$ cat src/rtl/branch_metric.sv
//=== branch_metric | Radix-4 hard-decision Hamming branch metrics, 2-stage pipe, block counting ===
//=== Rev 1.0 ===
`default_nettype none

module branch_metric #(
  parameter int BLK_PAIRS = 8,
  localparam int SLICED_INPUT_NUM = 6
) (
  input  logic                        clk,
  input  logic                        rst,
  input  logic                        en_bm,
  input  logic                        i_code_rate,
  input  logic [SLICED_INPUT_NUM-1:0] i_rx,
  input  logic                        i_valid,
  input  logic                        i_ood,
  output logic [15:0]                 o_bm_0,
  output logic [15:0]                 o_bm_1,
  output logic                        o_valid,
  output logic                        o_blk_done,
  output logic [7:0]                  o_pair_cnt,
  output logic                        o_ood
);

  localparam logic [7:0] c_blk_pairs   = 8'(BLK_PAIRS);
  localparam logic       c_code_rate_3 = 1'b1;

  // Rate 1/2 only uses the two low bits; codewords 4..7 do not exist there.
  function automatic logic [1:0] f_dist(input logic [2:0] sym, input logic [2:0] cw, input logic rate);
    logic [2:0] w_x;
    logic [1:0] w_d;
    w_x = (sym ^ cw) & ((rate == c_code_rate_3) ? 3'b111 : 3'b011);
    w_d = {1'b0, w_x[0]} + {1'b0, w_x[1]} + {1'b0, w_x[2]};
    if ((rate != c_code_rate_3) && cw[2]) w_d = 2'd0;
    return w_d;
  endfunction

  logic [SLICED_INPUT_NUM-1:0] r_s1_rx;
  logic                        r_s1_rate;
  logic                        r_s1_valid;
  logic                        r_s1_ood;

  logic [15:0] r_bm_0;
  logic [15:0] r_bm_1;
  logic        r_valid;
  logic        r_blk_done;
  logic [7:0]  r_pair_cnt;
  logic        r_ood;

  logic [15:0] w_bm_0;
  logic [15:0] w_bm_1;
  logic        w_v;
  logic [7:0]  w_cnt_inc;
  logic        w_full;
  logic        w_flush;
  logic        w_done;
  logic [7:0]  w_cnt_next;

  for (genvar c = 0; c < 8; c++) begin : g_cw
    assign w_bm_0[2*c +: 2] = f_dist(r_s1_rx[2:0], 3'(c), r_s1_rate);
    assign w_bm_1[2*c +: 2] = f_dist(r_s1_rx[5:3], 3'(c), r_s1_rate);
  end

  // Pairs arriving after end-of-data was reported are dropped.
  assign w_v        = r_s1_valid & ~r_ood;
  assign w_cnt_inc  = r_pair_cnt + {7'd0, w_v};
  assign w_full     = w_v && (w_cnt_inc == c_blk_pairs);
  assign w_flush    = r_s1_ood && (w_cnt_inc != 8'd0);
  assign w_done     = w_full | w_flush;
  assign w_cnt_next = w_done ? 8'd0 : w_cnt_inc;

  always_ff @(posedge clk or negedge rst) begin
    if (!rst) begin
      r_s1_rx    <= '0;
      r_s1_rate  <= 1'b0;
      r_s1_valid <= 1'b0;
      r_s1_ood   <= 1'b0;
      r_bm_0     <= '0;
      r_bm_1     <= '0;
      r_valid    <= 1'b0;
      r_blk_done <= 1'b0;
      r_pair_cnt <= '0;
      r_ood      <= 1'b0;
    end else if (en_bm) begin
      r_s1_rx    <= i_rx;
      r_s1_rate  <= i_code_rate;
      r_s1_valid <= i_valid;
      r_s1_ood   <= i_ood;
      r_bm_0     <= w_v ? w_bm_0 : 16'd0;
      r_bm_1     <= w_v ? w_bm_1 : 16'd0;
      r_valid    <= w_v;
      r_blk_done <= w_done;
      r_pair_cnt <= w_cnt_next;
      r_ood      <= r_ood | r_s1_ood;
    end
  end

  assign o_bm_0     = r_bm_0;
  assign o_bm_1     = r_bm_1;
  assign o_valid    = r_valid;
  assign o_blk_done = r_blk_done;
  assign o_pair_cnt = r_pair_cnt;
  assign o_ood      = r_ood;

endmodule

`default_nettype wire

$ cat config.mk
export PLATFORM = sky130hd
export DESIGN_NAME = branch_metric
export DESIGN_NICKNAME = d
export VERILOG_FILES = /design/src/rtl/branch_metric.sv
export SDC_FILE = /design/constraint.sdc
export NUM_CORES = 1
export LEC_CHECK = 0
export ABC_CLOCK_PERIOD_IN_PS = 2600
export CAP_MARGIN = 25
export CORE_MARGIN = 10
export CORE_UTILIZATION = 38
export DETAILED_ROUTE_END_ITERATION = 8
export REMOVE_ABC_BUFFERS = 1
export SLEW_MARGIN = 20
export SYNTH_ARGS = -nofsm -noshare
export SYNTH_HDL_FRONTEND = slang
export SYNTH_SLANG_ARGS = --single-unit
$ cat constraint.sdc
create_clock -name clk -period 2.6 [get_ports clk]
set_clock_uncertainty 0.1 [all_clocks]
set_input_delay 0.52 -clock clk [delete_from_list [all_inputs] [get_ports clk]]
set_output_delay 0.52 -clock clk [all_outputs]
set_load 0.02 [all_outputs]
==> flow_metrics.py <==
metrics = {
    "run_status": {
        "status": "complete, no violations",
    },
    "drt": {
        "vias": 1743,
        "drt-pass1-iter-count": 4,
        "drc": 0,
        "finalWirelength_um": 5782,
        "via_per_inst": 5.111,
        "detail-route-antenna-nets": 0,
        "routedWlPerCell_um": 16.96,
        "drt-initial-drc-count": 83,
    },
    "grt": {
        "gr-total-overflow": 0,
        "antenna_found_initial": 0,
        "gr-usage-all-layers_pct": 11.73,
        "grt_max_degree": 50,
        "grt_first_pass_wirelength_um": 9687,
        "grt_pass1_vias": 1827,
    },
    "logic_synthesis": {
        "synth_seq_cells": 50,
        "async_reset_ff_share_pct": 100.0,
        "synth_edf_count": 0,
        "syn_area_mm2": 0.002577,
        "syn-mean-instance-area_um2": 12.33,
        "yosysWarnings": 0,
        "yosysUniqueCellTypes": 41,
        "synth_seq_area_share_pct": 48.54,
        "synth_flop_cell": "dfrtp_1",
        "synth_top_area_cell": "dfrtp_1",
        "synth_commonest_cells": "dfrtp_1 (50), nand2_1 (25), o2bb2ai_1 (21), fa_1 (20), inv_1 (14)",
        "synth_cells": 209,
        "yosys-top-cells-area": "dfrtp_1 (49%), fa_1 (16%), o2bb2ai_1 (7.1%)",
        "synth_most_common_cell": "dfrtp_1",
        "yosysTopAreaCellShare_pct": 48.54,
    },
    "timing": {
        "fin_crit_sh_pct": 90.73,
        "min_period_ns": 2.359,
        "setup_viol": 0,
        "grt_setup_unrepaired": "no",
        "finalHoldViolCount": 0,
        "fmax_mhz": 423.9,
        "timing.hold.ws_ns": 0.09632,
        "worst_pin_slew_ns": 0.5688,
        "slew_headroom_pct": 62.08,
        "timing.final.ws_setup_ns": 0.2410,
        "slew_violations": 0,
    },
    "floorplan": {
        "coreArea_mm2": 0.006459,
        "die_x_um": 102.4,
        "core.rowCount": 29,
        "start_util_pct": 39.91,
        "die_area_mm2": 0.01048,
        "floorplan.io_pins": 55,
        "die_y_um": 102.4,
    },
    "worst_setup_path": {
        "cp-start-kind": "register",
        "r2r_cells": 9,
        "ff2ff_setup_slack_ns": 0.24,
        "crit_start": "o_ood",
        "rr_endpoint": "o_pair_cnt[6]",
        "path_max_fanout": 8,
        "required_ns": 2.68,
        "arrival_ns": 2.44,
        "timing.rr.start": "o_ood",
        "path_class": "reg -> reg",
        "cp-end-kind": "register",
        "crit_end": "o_pair_cnt[6]",
    },
    "final_layout": {
        "postLayoutCellArea_mm2": 0.003343,
        "final_nets": 297,
        "antenna_cells": 0,
        "drive_gt1_share_pct": 11.74,
        "fin_cells": 341,
        "syn2layout_area_growth_pct": 29.71,
    },
    "pwr": {
        "leakagePower_nw": 1.405,
        "max-vdd-ir-drop_v": 0.0001975,
        "power_density_mw_per_mm2": 562.7,
    },
    "placed_design": {
        "port_buffers": 54,
        "placed_cells": 333,
        "post-dp-hpwl_um": 4168,
        "place_ws_ns": 0.2159,
        "placed_area_mm2": 0.003224,
        "gp_congestion": 0.8046,
    },
    "clock_tree": {
        "clock_latency_ns": 0.31,
        "htreeDepth": 2,
        "cts_buffers": 5,
        "cts_tree": "yes",
        "clkTransAtPathRegs_ns": 0.10,
        "cts_root_buf": "clkbuf_8",
        "cts.path.max_buffers": 2,
        "numClockSinks": 50,
    },
    "worst_hold_path": {
        "hp-class": "in -> async",
    },
    "flow_run": {
        "drv_cap": 0,
    },
}
[metal layers]
layer / global-route usage (%) / part of all wire [%] / up-vias
met3: 3.036 / 5.1 / 9
met4: 4.664 / 1.7 / 0
met2: 18.02 / 48 / 37
li1: - / - / 832
met1: 15.49 / 46 / 865
met5: 0 / 0 / -
[cell usage in the layout (no fill, tap or decap), types with 5 or more instances in the layout]
cell type	n
inv_1	14
fa_1	20
clkdlybuf4s50_1	53
o2bb2ai_1	21
mux2_2	5
nand2_1	25
dfrtp_1	50
clkbuf_8	5
buf_4	5
o31ai_1	11
o21ai_0	6
[kinds of logic after synthesis]
group	after synthesis	synth area share, %
AOI/OAI and AO/OA	56	18.20
xor gates and xnor gates	4	1.359
adders and majority gates	22	16.50
buffers and inverters	29	4.611
DFF	50	48.54
muxes	6	2.767
and+or+nand+nor	42	8.010
[power by group]
part / switching (W) / internal [W] / total, W
logic: 0.000236 / 0.000194 / 0.000430
clock network: 0.000274 / 0.000289 / 0.000563
registers: 0.0000722 / 0.000816 / 0.000888
total: 0.000582 / 0.00130 / 0.00188
[what timing repair did]
action,in CTS,in global routing
gates resized for setup,0,2
setup buffers,0,0
hold buffers,0,0
endpoints found under the hold margin,0,0
setup endpoints to repair,0,8
[area by class of cell]
cell class	count	area [µm²]
inverters	15	56.30
flip-flops and latches	50	1251
well taps	77	96.34
fillers	569	3115
multi-input cells	130	1214
clock inverters	3	43.79
clock buffers	5	68.82
repair buffers	61	613.1
[critical path, cell delays in order (launching register included)]
cell and delay [ns]:
dfrtp_1 0.41, nand2b_1 0.16, inv_1 0.07, ha_1 0.18, ha_1 0.24, and3_2 0.25, a31o_2 0.18, o2111ai_2 0.20
a2bb2oi_4 0.31, o22ai_1 0.13
[flip-flops by register name (all words and copies together) (netlist names)]
| register | flops |
|---|---|
| o_ood | 1 |
| o_bm_1 | 14 |
| r_s1_rx | 6 |
| o_bm_0 | 16 |
| o_valid | 1 |
| r_s1_rate | 1 |
| r_s1_valid | 1 |
| r_s1_ood | 1 |
| o_pair_cnt | 8 |
| o_blk_done | 1 |
[worst min-delay path by stage]
stage | to | start | depth (start not counted) | slack [ns]
after floorplan | o_blk_done | rst | 0 | 0.12
after global placement | o_ood | o_ood | 1 | 0.35
after detailed placement | o_bm_1[7] | o_bm_1[7] | 2 | 0.37
after CTS | o_blk_done | rst | 1 | 0.11
after global routing | o_bm_0[9] | rst | 1 | 0.13
final | o_bm_0[1] | rst | 1 | 0.1
[per-stage QoR]
| step | setup TNS [ns] | util (%) | power, W |
|---|---|---|---|
| 2_1_floorplan | -0.3490 | - | 0.001172 |
| 3_3_place_gp | 0 | 49.92 | 0.001339 |
| 3_5_place_dp | 0 | 49.92 | 0.001340 |
| 4_1_cts | 0 | 51.67 | 0.001913 |
| 5_1_grt | 0 | 51.76 | 0.001996 |
| 6_report | 0 | 51.76 | 0.001881 |
Power figures use the tool's default switching activity.
